--- src/rtl/tff_pkg.sv ---
// Shared constants, types and next-state helpers for the T-flip-flop counter.
// All arithmetic runs on MAX_WIDTH+1 bits, so a count never wraps silently at 2**WIDTH.
package tff_pkg;

    localparam int unsigned MAX_WIDTH = 32;

    typedef logic [MAX_WIDTH:0] count_t;

    function automatic count_t clamp_to_modulus(input count_t value, input count_t modulus);
        return (value >= modulus) ? (modulus - count_t'(1)) : value;
    endfunction

    function automatic count_t next_count(input count_t q, input logic up,
                                          input count_t modulus, input logic saturate);
        count_t top;
        top = modulus - count_t'(1);
        if (up) begin
            if (q == top) return saturate ? top : '0;
            return q + count_t'(1);
        end
        if (q == '0) return saturate ? '0 : top;
        return q - count_t'(1);
    endfunction

endpackage

--- src/rtl/tff_cell.sv ---
// Single T flip-flop: toggles on t at each rising edge, async active-low clear.
module tff_cell (
    input  logic clk,
    input  logic reset_n,
    input  logic t,
    output logic q
);

    logic r_q;

    // NOTE: sequential state uses non-blocking assignment so every cell samples pre-edge values.
    always_ff @(posedge clk or negedge reset_n) begin
        if (!reset_n) r_q <= 1'b0;
        else          r_q <= r_q ^ t;
    end

    assign q = r_q;

endmodule

--- src/rtl/tff_counter.sv ---
// Up/down counter with modulus, wrap/saturate, load and clear, built from T cells.
// Next state is expressed only as a toggle vector t_vec = q ^ q_target.
module tff_counter
    import tff_pkg::*;
#(
    parameter int              WIDTH    = 8,
    parameter longint unsigned MODULUS  = 64'd1 << WIDTH,
    parameter bit              SATURATE = 1'b0
) (
    input  logic             clk,
    input  logic             reset_n,
    input  logic             en,
    input  logic             up,
    input  logic             clr,
    input  logic             load,
    input  logic [WIDTH-1:0] din,
    output logic [WIDTH-1:0] q,
    output logic             tc,
    output logic             wrap,
    output logic [WIDTH-1:0] t_vec
);

    localparam count_t MOD_C = count_t'(MODULUS);
    localparam count_t TOP_C = MOD_C - count_t'(1);

    if (WIDTH < 2 || WIDTH > MAX_WIDTH) begin : g_bad_width
        $error("tff_counter: WIDTH out of range");
    end
    if (MODULUS < 2 || MODULUS > (64'd1 << WIDTH)) begin : g_bad_modulus
        $error("tff_counter: MODULUS out of range");
    end

    logic [WIDTH-1:0] w_q;
    logic [WIDTH-1:0] w_t_vec;
    count_t           w_q_ext;
    count_t           w_din_ext;
    count_t           w_target;
    logic             w_tc;
    logic             w_wrap_event;
    logic             r_wrap;

    assign w_q_ext   = count_t'(w_q);
    assign w_din_ext = count_t'(din);

    assign w_tc = en & ((up & (w_q_ext == TOP_C)) | (~up & (w_q_ext == '0)));

    // NOTE: every output of a combinational block gets a default first, so no path infers a latch.
    always_comb begin
        w_target     = w_q_ext;
        w_wrap_event = 1'b0;
        if (clr) begin
            w_target = '0;
        end else if (load) begin
            w_target = clamp_to_modulus(w_din_ext, MOD_C);
        end else if (en) begin
            w_target     = next_count(w_q_ext, up, MOD_C, SATURATE);
            w_wrap_event = !SATURATE && w_tc;
        end
    end

    assign w_t_vec = w_q ^ w_target[WIDTH-1:0];

    for (genvar i = 0; i < WIDTH; i++) begin : g_cell
        tff_cell u_cell (
            .clk     (clk),
            .reset_n (reset_n),
            .t       (w_t_vec[i]),
            .q       (w_q[i])
        );
    end

    always_ff @(posedge clk or negedge reset_n) begin
        if (!reset_n) r_wrap <= 1'b0;
        else          r_wrap <= w_wrap_event;
    end

    // An out-of-range count or target means the next-state logic is broken.
    a_in_range: assert property (@(posedge clk) disable iff (!reset_n)
        (w_q_ext < MOD_C) && (w_target < MOD_C));

    assign q     = w_q;
    assign tc    = w_tc;
    assign wrap  = r_wrap;
    assign t_vec = w_t_vec;

endmodule

--- config.mk ---
export PLATFORM = sky130hd
export DESIGN_NAME = tff_counter
export DESIGN_NICKNAME = d
export VERILOG_FILES = /design/src/rtl/tff_pkg.sv /design/src/rtl/tff_cell.sv /design/src/rtl/tff_counter.sv
export SDC_FILE = /design/constraint.sdc
export NUM_CORES = 1
export LEC_CHECK = 0
export CAP_MARGIN = 20
export CORE_UTILIZATION = 31
export CTS_CLUSTER_DIAMETER = 30
export DETAILED_ROUTE_END_ITERATION = 6
export GPL_TIMING_DRIVEN = 0
export SKIP_CTS_REPAIR_TIMING = 1
export SYNTH_ARGS = -nofsm -noshare
export SYNTH_HDL_FRONTEND = slang
export SYNTH_HIERARCHICAL = 1
export SYNTH_SLANG_ARGS = --single-unit
--- constraint.sdc ---
create_clock -name clk -period 5.4 [get_ports clk]
set_input_delay 0.81 -clock clk [delete_from_list [all_inputs] [get_ports clk]]
set_output_delay 0.81 -clock clk [all_outputs]
set_load 0.005 [all_outputs]
==> results.cfg, run 1 <==
[worst_setup_path]
critPathTopFamily = buffers and inverters
crit_type = reg2out
start_kind = flop
crit_chain = clkbuf_1 > inv_1 > ha_1 > nor3b_1 > a21oi_2 > a221o_1 > o21ai_0 > o2bb2ai_1 > clkdlybuf4s50_1
cp.required_ns = 4.59
ff2ff_setup_slack_ns = 2.79
critPathBufInv = 3
crit_path_max_incr_delay_ns = 0.54
crit_fanout = 10
cp.arrival_ns = 3.09
critPathCaptureType = output pin
crit_slowest_cell = clkdlybuf4s50_1

[pwr]
p_sw_frac = 0.463
power_frac_comb = 0.693
clockPowerShare = 0.083
power.leakage_uw = 0.000565
ir_drop_v = 0.000213
p_int_uw = 391
power.switching_uw = 337
powerDensity_nw_per_um2 = 505
total_power_uw = 728
p_seq_frac = 0.224

[floorplanning]
dieArea_um2 = 3660
die_x_um = 60.5
boundaryPins = 32
coreArea_um2 = 3150
die_h_um = 60.5
initial_core_util = 0.336
row_count = 20

[global_route]
antenna_found_initial = 0
overflow = 0
grt_pass1_wl_mm = 5.11
grt_pass1_vias = 1068
grt_max_degree = 11
grt_usage = 0.190

[sta]
setup_viol = 0
fin_tns_setup_ns = 0
final.period_utilization = 0.723
finalCriticalPeriod_ns = 3.90
fin_skew_ns = 0.00566
tightest_slew_ns = 0.562
relSlewSlack = 0.624
slew_violations = 0
hold_viol = 0
whs_ns = 0.521
rsz0062_at_grt = false
max_freq_mhz = 256

[yosys]
synth_warnings = 6
synth-seq-area-share = 0.213
yosysUniqueCellTypes = 49
synth_top_area_cell = dfrtp_1
synth_area_leaders = dfrtp_1 21%, xor2_1 6.6%, o21ai_0 6.1%
synth_area_um2 = 1060
synth_edf_count = 0
netlist_instances = 138
synthArstFlopShare = 1.00
synth_seq_cells = 9
syn_nets = 155
avgSynthCellArea_um2 = 7.68
netlist.area_leader.share = 0.213
synthFlopType = dfrtp_1

[cells_and_area]
syn_to_final_growth_pct = 36.0
stdcell_count = 216
fillers = 336
layout.nets = 190
final_area_um2 = 1440
multi_input_area_um2 = 744
regArea_um2 = 225
n_antenna_cell = 0
drive_above_1_share = 0.0872

[cts]
path_clk_slew_ns = 0.08
clk_latency_ns = 0.28
htreeDepth = 1
cts_tree = yes
cts_made_buffers = 3
cts_buffer_depth = 2
cts-root-buf = clkbuf_4
clkSinkCount = 9

[hold_path]
hold_class = reg2reg

[placed_design]
gp_congestion = 0.909
hpwl_mm = 2.47
dpl.cell_count = 212
port_buffers = 30
placed_cell_area_um2 = 1420

[route]
drt-vias-per-instance = 5.44
wl_per_cell_um = 15.2
ant_nets = 0
drc = 0
drt_first_pass_iters = 4
wirelength_mm = 3.29
via_count = 1175
first_iter_violations = 31

[job]
maxCapViolCount = 0

[outcome]
status = complete, no violations
area by class of cell:
type	count	area share
tap	44	0.0382
timing repair buffer	30	0.208
multi-input combinational	109	0.516
buffer	9	0.0339
clock buffer	4	0.0182
inverter	11	0.0286
sequential	9	0.156
worst reg2reg max path: stages, from the launching register on:
cell and delay (ns):
dfrtp_1 0.42, clkbuf_1 0.24, inv_1 0.15, ha_1 0.21, nor3b_1 0.42, a21oi_2 0.13, a221o_1 0.38, a221oi_2 0.24
o2bb2ai_1 0.13, xor2_1 0.17
stage by stage:
| step | setup WS (ns) | utilization |
|---|---|---|
| 5_1_grt | 1.25 | 0.457 |
| 6_report | 1.50 | 0.457 |
| 2_1_floorplan | 2.60 | - |
| 4_1_cts | 1.52 | 0.457 |
| 3_5_place_dp | 1.56 | 0.449 |
| 3_3_place_gp | 1.52 | 0.449 |
power by group through the flow:
| stage | logic [µW] | registers [µW] | clock network [µW] |
|---|---|---|---|
| 2_1_floorplan | 311 | 153 | 0 |
| 3_3_place_gp | 499 | 161 | 0 |
| 3_5_place_dp | 504 | 163 | 0 |
| 4_1_cts | 506 | 163 | 62.1 |
| 5_1_grt | 560 | 169 | 64.1 |
| 6_report | 504 | 163 | 60.7 |
kinds of logic (layout without fill, tap and decap cells):
| kind of cell | Yosys count | count (layout) | share of synthesized area |
|---|---|---|---|
| AO/OA/AOI/OAI | 46 | 46 | 0.305 |
| AND/OR/NAND/NOR | 44 | 44 | 0.224 |
| buffers and inverters | 20 | 54 | 0.0850 |
| XOR/XNOR | 12 | 12 | 0.0992 |
| flip-flops | 9 | 9 | 0.213 |
| multiplexers | 4 | 4 | 0.0390 |
| adder cells (fa/ha/maj) | 3 | 3 | 0.0354 |
layout by cell type (no fill, tap or decap), types with 3 or more instances in the layout:
master           synthesis  layout
nand2_1                 10      10
dfrtp_1                  9       9
a21oi_1                  5       5
clkbuf_4                 0       3
buf_2                    3       3
nor3_1                   3       3
o31ai_1                  4       4
inv_1                   10      10
o21ai_0                 13      13
xor2_1                   8       8
o21a_1                   3       3
mux2i_1                  3       3
xnor2_1                  4       4
clkdlybuf4s50_1          0      30
clkbuf_1                 4       5
ha_1                     3       3
nand3_1                  3       3
nor2_1                  15      15
path summary, 6_finish.rpt:
check                           cells past startpoint          startpoint            endpoint
worst max-delay path                                9  g_cell[1].u_cell/q            t_vec[2]
worst min-delay path                                1  g_cell[0].u_cell/q  g_cell[0].u_cell/q
worst max register to register                      9  g_cell[1].u_cell/q  g_cell[2].u_cell/q
worst min register to register                      1  g_cell[0].u_cell/q  g_cell[0].u_cell/q
max in group asynchronous                           1             reset_n  g_cell[0].u_cell/q
min in group asynchronous                           1             reset_n  g_cell[4].u_cell/q
flip-flops by register name (all words and copies together), names as in the netlist:
signal	cells
wrap	1
g_cell.u_cell/q	8
per-layer routing:
layer	track usage	vias up	wire (µm)
met5	0	-	0
met4	0.0649	0	27
met3	0.0299	5	186
met2	0.297	42	1530
met1	0.267	551	1540
li1	-	577	-
Yosys cell counts (all sizes together), types with 2 or more instances:
library cell  count
o21a              3
nor2             15
a21oi             6
buf               5
clkbuf            4
a32oi             2
nand4             2
a31oi             2
o31ai             4
a221o             2
nand2            10
xnor2             4
o211ai            2
or3               2
dfrtp             9
nand3             3
nor3              3
ha                3
xor2              8
o21ai            13
mux2i             3
inv              10
No activity file was read; power rests on OpenSTA's default activity.
==> run 2: changes to the inputs <==
==> constraint.sdc (replaced) <==
create_clock -name clk -period 3.2 [get_ports clk]
set_input_delay 0.48 -clock clk [delete_from_list [all_inputs] [get_ports clk]]
set_output_delay 0.48 -clock clk [all_outputs]
set_load 0.005 [all_outputs]
==> run 2 against run 1 <==
Core utilization is 1.9 points higher; combinational power up 75%; setup slack worse by 1.4 ns; clock-buffer cell count unchanged; largest cell class unchanged.
==> results.cfg, run 2 (synthesized netlist as in run 1, its figures left out) <==
[outcome]
status = complete, no violations

[floorplanning]
dieArea_um2 = 3660
die_h_um = 60.5
initial_core_util = 0.336
die_x_um = 60.5
row_count = 20
boundaryPins = 32
coreArea_um2 = 3150

[sta]
setup_viol = 0
max_freq_mhz = 322
tightest_slew_ns = 0.476
relSlewSlack = 0.680
finalCriticalPeriod_ns = 3.10
fin_skew_ns = 0.00659
hold_viol = 0
final.period_utilization = 0.970
fin_tns_setup_ns = 0
setup_ws_ns = 0.0960
slew_violations = 0

[global_route]
antenna_found_initial = 0
grt_usage = 0.190
grt_max_degree = 11
grt_pass1_wl_mm = 5.11
overflow = 0
grt_pass1_vias = 1068

[cts]
htreeDepth = 1
path_clk_slew_ns = 0.08
cts_made_buffers = 3
cts-root-buf = clkbuf_4
clkSinkCount = 9
cts_tree = yes
clk_latency_ns = 0.28
cts_buffer_depth = 2

[pwr]
power.leakage_uw = 0.000606
power_frac_comb = 0.685
ir_drop_v = 0.000394
total_power_uw = 1290
p_seq_frac = 0.235
p_sw_frac = 0.463
clockPowerShare = 0.079
power.switching_uw = 597
p_int_uw = 693
powerDensity_nw_per_um2 = 860

[worst_setup_path]
cp.depth = 6
crit_path_max_incr_delay_ns = 0.60
crit_fanout = 9
critPathBufInv = 2
start_kind = flop
crit_type = reg2out
crit_slowest_cell = dfrtp_1
cp.arrival_ns = 2.62
critPathTopFamily = buffers and inverters
crit_chain = inv_1 > or4_1 > a31oi_1 > a2bb2oi_1 > o31a_1 > clkdlybuf4s50_1
cp.required_ns = 2.72
critPathCaptureType = output pin
r2r_cells = 9

[placed_design]
dp_slack_ns = -0.0156
port_buffers = 30
gp_congestion = 0.909
hpwl_mm = 2.47

[route]
wl_per_cell_um = 15.4
drt_first_pass_iters = 4
top_layer = met4
wl_met3_um = 207
wirelength_mm = 3.33
ant_nets = 0
drt-vias-per-instance = 5.49
wl_met2_mm = 1.55
first_iter_violations = 31
wirelength_met1_mm = 1.54
via_count = 1192
drc = 0

[cells_and_area]
utilization = 0.476
syn_to_final_growth_pct = 41.6
n_antenna_cell = 0
drive_above_1_share = 0.150
layout.nets = 191
layout_common_cells = 28 x clkdlybuf4s50_1, 14 x nor2_1, 11 x o21ai_0
final_common_cell = clkdlybuf4s50_1
largest_register_ffs = 8

[hold_path]
hold_class = in2async

[job]
maxCapViolCount = 0
run 2: path summary, 6_finish.rpt:
kind,start,end,slack (ns)
max,g_cell[6].u_cell/q,t_vec[7],0.1
min,reset_n,g_cell[4].u_cell/q,0.52
max reg2reg,g_cell[1].u_cell/q,g_cell[2].u_cell/q,0.90
min reg2reg,g_cell[1].u_cell/q,g_cell[1].u_cell/q,0.54
max in group asynchronous,reset_n,g_cell[0].u_cell/q,2.33
min in group clk,g_cell[1].u_cell/q,g_cell[1].u_cell/q,0.54
run 2: layout make-up:
| cell class | count | area [µm²] |
|---|---|---|
| Tap cell | 44 | 55.1 |
| Timing Repair Buffer | 32 | 320 |
| Fill cell | 327 | 1650 |
| Multi-Input combinational cell | 109 | 782 |
| Inverter | 11 | 41.3 |
| Buffer | 8 | 48.8 |
| Clock buffer | 4 | 26.3 |
| Sequential cell | 9 | 226 |
run 2: routing by layer:
layer / GRT usage / up-vias
met4: 0.0649 / 0
li1: - / 578
met5: 0 / -
met2: 0.297 / 42
met3: 0.0299 / 5
met1: 0.267 / 567
run 2: per-stage QoR:
stage	hold WS (ns)	instances	cell area, µm²
after floorplan	0.184	138	1060
after global placement	0.496	212	1420
after detailed placement	0.510	212	1420
after CTS	0.523	216	1440
after global routing	0.552	217	1500
final	0.515	217	1500
run 2: power groups by stage:
stage / clock network [µW] / logic (µW) / registers [µW]
after floorplan: 0 / 524 / 259
after global placement: 0 / 843 / 271
after detailed placement: 0 / 850 / 275
after CTS: 105 / 855 / 274
after global routing: 108 / 981 / 312
final: 102 / 884 / 304
==> run 3: changes to the inputs <==
--- a/config.mk
+++ b/config.mk
@@ -10,6 +10,7 @@
 export CTS_CLUSTER_DIAMETER = 30
 export DETAILED_ROUTE_END_ITERATION = 6
 export GPL_TIMING_DRIVEN = 0
+export HOLD_SLACK_MARGIN = 0.02
 export SKIP_CTS_REPAIR_TIMING = 1
 export SYNTH_ARGS = -nofsm -noshare
 export SYNTH_HDL_FRONTEND = slang
==> results of run 3 <==
The final DEF is identical to that of run 2; final timing and power are the same.
